## src/rtl/wb_uart_tx_pkg.sv

```systemverilog
// Shared definitions for the Wishbone UART transmitter: register offsets,
// STATUS bit positions and the frame-segment state type.
package selen_uart_pkg;

   localparam int DIV_W = 16;

   localparam logic [1:0] UART_TXDATA  = 2'd0;
   localparam logic [1:0] UART_STATUS  = 2'd1;
   localparam logic [1:0] UART_DIVISOR = 2'd2;

   localparam int ST_BUSY    = 0;
   localparam int ST_FULL    = 1;
   localparam int ST_EMPTY   = 2;
   localparam int ST_OVF     = 3;
   localparam int ST_CNT_LSB = 8;

   typedef enum logic [1:0] {
      IDLE  = 2'd0,
      START = 2'd1,
      DATA  = 2'd2,
      STOP  = 2'd3
   } uart_tx_state_t;

endpackage

```

## src/rtl/wb_uart_tx_if.sv

```systemverilog
// IO-bus port of the UART transmitter, grouped so master and slave share one bundle.
// Handshake: master raises io_stb_i (with we/addr/data stable) and holds it until
// io_ack_o; slave answers with a one-cycle io_ack_o, read data valid only while it is high.
interface wb_uart_tx_if;

   logic        io_stb_i;
   logic        io_we_i;
   logic [31:0] io_addr_i;
   logic [31:0] io_data_i;
   logic [31:0] io_data_o;
   logic        io_ack_o;

   modport master (
      output io_stb_i, io_we_i, io_addr_i, io_data_i,
      input  io_data_o, io_ack_o
   );

   modport slave (
      input  io_stb_i, io_we_i, io_addr_i, io_data_i,
      output io_data_o, io_ack_o
   );

endinterface

```

## src/rtl/wb_uart_tx_fifo.sv

```systemverilog
// Synchronous TX byte FIFO; head entry is presented combinationally.
// A push into a full FIFO is accepted only when a pop happens on the same edge.
module uart_tx_fifo #(
   parameter  int FIFO_DEPTH = 8,
   parameter  int W          = 8,
   localparam int AW         = $clog2(FIFO_DEPTH),
   localparam int CW         = AW + 1
) (
   input  logic          i_clk,
   input  logic          i_rst,
   input  logic          i_push,
   input  logic          i_pop,
   input  logic [W-1:0]  i_wdata,
   output logic [W-1:0]  o_rdata,
   output logic          o_full,
   output logic          o_empty,
   output logic [CW-1:0] o_count
);

   logic [W-1:0]  r_mem [FIFO_DEPTH];
   logic [AW-1:0] r_wp;
   logic [AW-1:0] r_rp;
   logic [CW-1:0] r_count;
   logic          w_do_push;
   logic          w_do_pop;

   assign o_full    = (r_count == CW'(FIFO_DEPTH));
   assign o_empty   = (r_count == '0);
   assign o_count   = r_count;
   assign o_rdata   = r_mem[r_rp];
   assign w_do_pop  = i_pop & ~o_empty;
   assign w_do_push = i_push & (~o_full | w_do_pop);

   always_ff @(posedge i_clk or posedge i_rst) begin
      if (i_rst) begin
         r_wp    <= '0;
         r_rp    <= '0;
         r_count <= '0;
      end else begin
         if (w_do_push) r_wp <= r_wp + 1'b1;
         if (w_do_pop)  r_rp <= r_rp + 1'b1;
         case ({w_do_push, w_do_pop})
            2'b10:   r_count <= r_count + 1'b1;
            2'b01:   r_count <= r_count - 1'b1;
            default: r_count <= r_count;
         endcase
      end
   end

   always_ff @(posedge i_clk) begin
      if (w_do_push) r_mem[r_wp] <= i_wdata;
   end

endmodule

```

## src/rtl/wb_uart_tx.sv

```systemverilog
// IO-bus UART transmitter: register file, TX FIFO and an 8N1 serialiser.
// tx is registered from the current state, so it trails the FSM by one cycle.
module wb_uart_tx
   import selen_uart_pkg::*;
#(
   parameter int               FIFO_DEPTH = 8,
   parameter logic [DIV_W-1:0] DIV_RESET  = 16'd434
) (
   input  logic           sys_clk,
   input  logic           sys_rst,
   wb_uart_tx_if.slave    bus,
   output logic           tx,
   output uart_tx_state_t o_dbg_state
);

   localparam int               CW  = $clog2(FIFO_DEPTH) + 1;
   localparam logic [DIV_W-1:0] ONE = 1;

   logic             r_ack;
   logic [31:0]      r_rdata;
   logic             r_ovf;
   logic [DIV_W-1:0] r_div;
   uart_tx_state_t   r_state;
   logic [DIV_W-1:0] r_cnt;
   logic [DIV_W-1:0] r_bdiv;
   logic [7:0]       r_shift;
   logic [2:0]       r_idx;
   logic             r_tx;

   uart_tx_state_t   w_state_nx;
   logic [DIV_W-1:0] w_cnt_nx;
   logic [DIV_W-1:0] w_bdiv_nx;
   logic [7:0]       w_shift_nx;
   logic [2:0]       w_idx_nx;
   logic             w_tx_nx;

   logic             w_access, w_wr, w_rd, w_push, w_pop, w_ovf_set;
   logic [1:0]       w_sel;
   logic             w_full, w_empty;
   logic [CW-1:0]    w_count;
   logic [7:0]       w_head;
   logic [31:0]      w_status, w_rdata;
   logic             w_unused;

   assign w_access  = bus.io_stb_i & ~r_ack;
   assign w_sel     = bus.io_addr_i[3:2];
   assign w_wr      = w_access & bus.io_we_i;
   assign w_rd      = w_access & ~bus.io_we_i;
   assign w_push    = w_wr & (w_sel == UART_TXDATA);
   assign w_ovf_set = w_push & w_full & ~w_pop;
   assign w_unused  = ^{bus.io_addr_i[31:4], bus.io_addr_i[1:0], bus.io_data_i[31:16]};

   assign bus.io_ack_o  = r_ack;
   assign bus.io_data_o = r_rdata;
   assign tx            = r_tx;
   assign o_dbg_state   = r_state;

   uart_tx_fifo #(.FIFO_DEPTH(FIFO_DEPTH), .W(8)) u_fifo (
      .i_clk   (sys_clk),
      .i_rst   (sys_rst),
      .i_push  (w_push),
      .i_pop   (w_pop),
      .i_wdata (bus.io_data_i[7:0]),
      .o_rdata (w_head),
      .o_full  (w_full),
      .o_empty (w_empty),
      .o_count (w_count)
   );

   always_comb begin
      w_status                             = '0;
      w_status[ST_BUSY]                    = (r_state != IDLE);
      w_status[ST_FULL]                    = w_full;
      w_status[ST_EMPTY]                   = w_empty;
      w_status[ST_OVF]                     = r_ovf;
      w_status[ST_CNT_LSB+7:ST_CNT_LSB]    = 8'(w_count);
      case (w_sel)
         UART_STATUS:  w_rdata = w_status;
         UART_DIVISOR: w_rdata = {16'h0000, r_div};
         default:      w_rdata = '0;
      endcase
   end

   always_ff @(posedge sys_clk or posedge sys_rst) begin
      if (sys_rst) begin
         r_ack   <= 1'b0;
         r_rdata <= '0;
         r_ovf   <= 1'b0;
         r_div   <= DIV_RESET;
      end else begin
         r_ack   <= w_access;
         r_rdata <= w_rd ? w_rdata : '0;
         if (w_wr && (w_sel == UART_DIVISOR))
            r_div <= (bus.io_data_i[15:0] == '0) ? ONE : bus.io_data_i[15:0];
         // a fresh overflow on the same edge beats the read-clear
         if (w_ovf_set)
            r_ovf <= 1'b1;
         else if (w_rd && (w_sel == UART_STATUS))
            r_ovf <= 1'b0;
      end
   end

   always_comb begin
      w_state_nx = r_state;
      w_cnt_nx   = r_cnt;
      w_bdiv_nx  = r_bdiv;
      w_shift_nx = r_shift;
      w_idx_nx   = r_idx;
      w_pop      = 1'b0;
      w_tx_nx    = 1'b1;
      case (r_state)
         IDLE: begin
            if (!w_empty) begin
               w_pop      = 1'b1;
               w_state_nx = START;
            end
         end
         START: begin
            w_tx_nx = 1'b0;
            if (r_cnt == '0) begin
               w_state_nx = DATA;
               w_cnt_nx   = r_bdiv - ONE;
               w_idx_nx   = 3'd0;
            end else begin
               w_cnt_nx = r_cnt - ONE;
            end
         end
         DATA: begin
            w_tx_nx = r_shift[0];
            if (r_cnt == '0) begin
               w_cnt_nx   = r_bdiv - ONE;
               w_shift_nx = r_shift >> 1;
               if (r_idx == 3'd7) w_state_nx = STOP;
               else               w_idx_nx   = r_idx + 3'd1;
            end else begin
               w_cnt_nx = r_cnt - ONE;
            end
         end
         STOP: begin
            if (r_cnt == '0) begin
               if (!w_empty) begin
                  w_pop      = 1'b1;
                  w_state_nx = START;
               end else begin
                  w_state_nx = IDLE;
               end
            end else begin
               w_cnt_nx = r_cnt - ONE;
            end
         end
         default: w_state_nx = IDLE;
      endcase
      // divisor is sampled only at frame start
      if (w_pop) begin
         w_shift_nx = w_head;
         w_bdiv_nx  = r_div;
         w_cnt_nx   = r_div - ONE;
      end
   end

   always_ff @(posedge sys_clk or posedge sys_rst) begin
      if (sys_rst) begin
         r_state <= IDLE;
         r_cnt   <= '0;
         r_bdiv  <= DIV_RESET;
         r_shift <= '0;
         r_idx   <= '0;
         r_tx    <= 1'b1;
      end else begin
         r_state <= w_state_nx;
         r_cnt   <= w_cnt_nx;
         r_bdiv  <= w_bdiv_nx;
         r_shift <= w_shift_nx;
         r_idx   <= w_idx_nx;
         r_tx    <= w_tx_nx;
      end
   end

endmodule

```

## src/flat_wrapper.sv

```systemverilog
// flat-port wrapper written by rule: the top's interface ports become plain ports
module wb_uart_tx_flat import selen_uart_pkg::*;
#(
   parameter int               FIFO_DEPTH = 8,
   parameter logic [DIV_W-1:0] DIV_RESET  = 16'd434
)
  (sys_clk, sys_rst, tx, o_dbg_state, bus_io_stb_i, bus_io_we_i, bus_io_addr_i, bus_io_data_i, bus_io_data_o, bus_io_ack_o);
  wb_uart_tx_if bus_i ();
  input  logic sys_clk;
  input  logic sys_rst;
  output logic tx;
  output uart_tx_state_t o_dbg_state;
  input wire logic [$bits(bus_i.io_stb_i)-1:0] bus_io_stb_i;
  input wire logic [$bits(bus_i.io_we_i)-1:0] bus_io_we_i;
  input wire logic [$bits(bus_i.io_addr_i)-1:0] bus_io_addr_i;
  input wire logic [$bits(bus_i.io_data_i)-1:0] bus_io_data_i;
  output wire logic [$bits(bus_i.io_data_o)-1:0] bus_io_data_o;
  output wire logic [$bits(bus_i.io_ack_o)-1:0] bus_io_ack_o;
  assign bus_i.io_stb_i = bus_io_stb_i;
  assign bus_i.io_we_i = bus_io_we_i;
  assign bus_i.io_addr_i = bus_io_addr_i;
  assign bus_i.io_data_i = bus_io_data_i;
  assign bus_io_data_o = bus_i.io_data_o;
  assign bus_io_ack_o = bus_i.io_ack_o;
  wb_uart_tx #(.FIFO_DEPTH(FIFO_DEPTH), .DIV_RESET(DIV_RESET)) u_core (.sys_clk(sys_clk), .sys_rst(sys_rst), .bus(bus_i), .tx(tx), .o_dbg_state(o_dbg_state));
endmodule
```

## config.mk

```make
export PLATFORM = sky130hd
export DESIGN_NAME = wb_uart_tx_flat
export DESIGN_NICKNAME = d
export VERILOG_FILES = /design/src/rtl/wb_uart_tx_pkg.sv /design/src/rtl/wb_uart_tx_if.sv /design/src/rtl/wb_uart_tx_fifo.sv /design/src/rtl/wb_uart_tx.sv /design/src/flat_wrapper.sv
export SDC_FILE = /design/constraint.sdc
export NUM_CORES = 1
export LEC_CHECK = 0
export CAP_MARGIN = 20
export CORE_ASPECT_RATIO = 1.5
export CORE_MARGIN = 2
export CORE_UTILIZATION = 30
export CTS_BUF_LIST = sky130_fd_sc_hd__clkbuf_4
export DETAILED_ROUTE_END_ITERATION = 12
export GPL_ROUTABILITY_DRIVEN = 0
export PLACE_DENSITY = 0.52
export SLEW_MARGIN = 20
export SYNTH_ARGS = -nofsm -noshare
export SYNTH_HDL_FRONTEND = slang
export SYNTH_SLANG_ARGS = --single-unit
```

## constraint.sdc

```tcl
create_clock -name sys_clk -period 3.46 [get_ports sys_clk]
set_input_delay 0.692 -clock sys_clk [delete_from_list [all_inputs] [get_ports sys_clk]]
set_output_delay 0.692 -clock sys_clk [all_outputs]
set_load 0.05 [all_outputs]
```

==> flow_summary.ini <==
[global_route]
first_pass_grt_wire_length_um = 28300
grt_max_degree = 62
antenna_found_initial = 1
first_global_vias = 5085
grt_remaining_overflow = 0
gr-usage-all-layers = 0.139

[worst_setup_path]
criticalPathCategory = reg -> reg
critical_path.max_fanout = 49
critical_path.startpoint_type = register
worstSetupEndpointType = register
crit_arrival_ns = 3.42
crit_required_ns = 3.97

[floorplan]
initial_cell_density_of_the_core = 0.305
core_area_sq_um = 25000
std_cell_rows = 71
top_level_ports = 104
die_h_um = 199
die_span_in_x_um = 134
fp.dieArea_sq_um = 26700

[synth]
yosys.area.top_type = sky130_fd_sc_hd__dfrtp_1
synth_seq_area_share = 0.551
synth_cell_type_count = 66
syn_area_per_cell_sq_um = 11.8
synthFlopType = sky130_fd_sc_hd__dfrtp_1
postSynthCellCount = 645
ys_warn_count = 0
synth.cell_area_sq_um = 7600
ys_async_rst_share = 0.584
synth_edf_count = 64
synth.ff_latch_count = 154
fraction_of_synthesized_cell_area_taken_by_the_top_area_cell_type = 0.260
synth_top_cells_by_area = sky130_fd_sc_hd__dfrtp_1 26%, sky130_fd_sc_hd__edfxtp_1 25%, sky130_fd_sc_hd__mux4_2 4.7%

[timing]
finalWorstSetupSlack_ns = 0.547
clock_skew_ns = 0.0215
maximum_clock_frequency_mhz = 343
setup_viol = 0
setup_total_negative_slack_ns = 0
maxSlewViolCount = 0
fin_worst_hold_slack_ns = 0.458
relSlewSlack = 0.473
report.final.hold_viol_count = 0
share_of_the_cycle_needed_by_the_critical_path_after_routing = 0.842
post-route-min-period_ns = 2.91
grt_setup_unrepaired = no
least_margin_pin_slew_ns = 0.791

[cts]
cts_buffers = 17
cts_hold_repair.buffers = 0
ctsResizeCount = 0
cts.repair_timing.setup_buffer_count = 0
cts_max_level = 4
clkSlewWorstSetupHoldPaths_ns = 0.16
cts_tree = done
cts.sinks = 154
clk_path_buf_depth = 2
clk_latency_ns = 0.57
cts_root_buf = sky130_fd_sc_hd__clkbuf_4

[detailed_routing]
drcViolationCount = 0
detail_route.first_pass.iterations = 4
drtAntennaViolNets = 0
via_per_inst = 4.86
detailedRoute.firstIterationViolations = 254
route.final.wire_length_um = 17800
wl_per_cell_um = 17.1
route.vias.total = 5033

[power_and_ir_drop]
total_leakage_power_nw = 3.37
power_per_cell_area_nw_per_um2 = 763
ir_worst_vdd_uv = 297

[place]
pre_cts_ws_ns = 0.569
io_buffers = 41
placed_cell_area_sq_um = 8400
place_hpwl_um = 13000

[finish]
finalNetCount = 779
layout.filler_cells = 2521
fin_area_sq_um = 8690
final_core_utilization = 0.348
area_growth_pct = 14.3
layout-drive-gt1-share = 0.178

[outcome]
run_status = complete, no violations

[run]
cap_viol_max_count = 0

[min_path]
timing.hold.worst.class = in -> async
==> layout make-up <==
cell class	count	area (sq um)	area share
repair buffers	65	603	0.0694
inverters	14	53.8	0.00619
clock buffers	17	128	0.0147
diodes	1	2.50	0.000288
well taps	328	410	0.0472
multi-input cells	442	3150	0.362
clock inverters	15	163	0.0187
flip-flops and latches	154	4190	0.482
==> metrics by stage <==
step | power [W] | cells
final | 0.00663 | 1036
after global routing | 0.00712 | 1036
after floorplan | 0.00481 | 660
after CTS | 0.00671 | 1035
after global placement | 0.00553 | 1003
after detailed placement | 0.00556 | 1003
==> registers in the layout, summed over array words and instances (netlist names) <==
register / count
u_core.bus.io_data_o: 16
u_core.u_fifo.r_rp: 3
u_core.r_idx: 3
u_core.u_fifo.r_wp: 3
u_core.u_fifo.o_count: 4
u_core.r_ovf: 1
u_core.r_div: 16
u_core.tx: 1
u_core.r_shift: 8
u_core.o_dbg_state: 2
u_core.r_cnt: 16
u_core.u_fifo.r_mem: 64
u_core.bus.io_ack_o: 1
u_core.r_bdiv: 16
==> final timing paths <==
path | start | to | slack (ns) | cells past startpoint
worst max register to register | u_core.r_cnt[0]$_DFFE_PP0P_ | u_core.r_cnt[10]$_DFFE_PP0P_ | 0.55 | 9
min in group sys_clk | u_core.r_bdiv[7]$_DFFE_PP1N_ | u_core.r_bdiv[7]$_DFFE_PP1N_ | 0.49 | 2
worst max-delay path | u_core.r_cnt[0]$_DFFE_PP0P_ | u_core.r_cnt[10]$_DFFE_PP0P_ | 0.55 | 9
max in group asynchronous | sys_rst | u_core.r_bdiv[7]$_DFFE_PP1N_ | 2.23 | 3
worst min register to register | u_core.r_bdiv[7]$_DFFE_PP1N_ | u_core.r_bdiv[7]$_DFFE_PP1N_ | 0.49 | 2
worst min-delay path | sys_rst | u_core.r_idx[2]$_DFFE_PP0P_ | 0.46 | 2
==> cell usage after synthesis (all sizes together), types with 16 or more instances <==
library cell	number
nand2	89
dfrtp	79
edfxtp	64
nor2	37
buf	31
o21ai	25
xor2	23
mux2	20
clkbuf	19
xnor2	19
ha	17
mux4	16
==> metal layers <==
| layer | GRT usage | vias to the layer above | part of all wire |
|---|---|---|---|
| met5 | 0 | - | 0 |
| met4 | 0.0654 | 0 | 0.028 |
| met3 | 0.0199 | 24 | 0.024 |
| met2 | 0.265 | 100 | 0.56 |
| met1 | 0.150 | 2490 | 0.39 |
| li1 | - | 2419 | - |
==> cells in the final DEF (no fill, tap or decap), drive strengths merged, types with 14 or more instances in the layout <==
| cell type | instances |
|---|---|
| nand2 | 89 |
| dfrtp | 79 |
| edfxtp | 64 |
| clkdlybuf4s50 | 41 |
| nor2 | 37 |
| o21ai | 25 |
| inv | 25 |
| buf | 24 |
| xor2 | 23 |
| mux2 | 20 |
| xnor2 | 19 |
| ha | 17 |
| clkbuf | 17 |
| mux4 | 16 |
| conb | 16 |
| nor3 | 15 |
| a21oi | 15 |
| nor4 | 15 |
| nand3 | 14 |
==> kinds of logic (layout without fill, tap and decap cells) <==
| logic type | Yosys count | in the layout | share of synthesized area |
|---|---|---|---|
| and+or+nand+nor | 232 | 232 | 0.161 |
| AOI/OAI and AO/OA | 98 | 98 | 0.0903 |
| buffers and inverters | 64 | 111 | 0.0429 |
| DFF | 154 | 154 | 0.551 |
| other | 1 | 17 | 0.000493 |
| xor gates and xnor gates | 42 | 42 | 0.0484 |
| muxes | 37 | 37 | 0.0783 |
| adders and majority gates | 17 | 17 | 0.0280 |
==> where the power goes <==
part | total [W] | internal (W) | leakage [nW] | switching, W
Sequential | 0.00291 | 0.00231 | 1.68 | 0.000610
Combinational | 0.00259 | 0.00115 | 1.54 | 0.00144
Clock | 0.00113 | 0.000341 | 0.157 | 0.000790
Total | 0.00663 | 0.00379 | 3.37 | 0.00284
==> worst max-delay path, cell delays in order (launching register included) <==
cell                       delay (ns)
sky130_fd_sc_hd__dfrtp_1         0.50
sky130_fd_sc_hd__inv_1           0.12
sky130_fd_sc_hd__ha_1            0.24
sky130_fd_sc_hd__nor4b_2         0.20
sky130_fd_sc_hd__and4_4          0.24
sky130_fd_sc_hd__a31oi_4         0.24
sky130_fd_sc_hd__buf_4           0.49
sky130_fd_sc_hd__nand2_1         0.31
sky130_fd_sc_hd__a211oi_1        0.33
sky130_fd_sc_hd__a221o_1         0.15
Note: power is estimated with default switching activity, not from simulation.
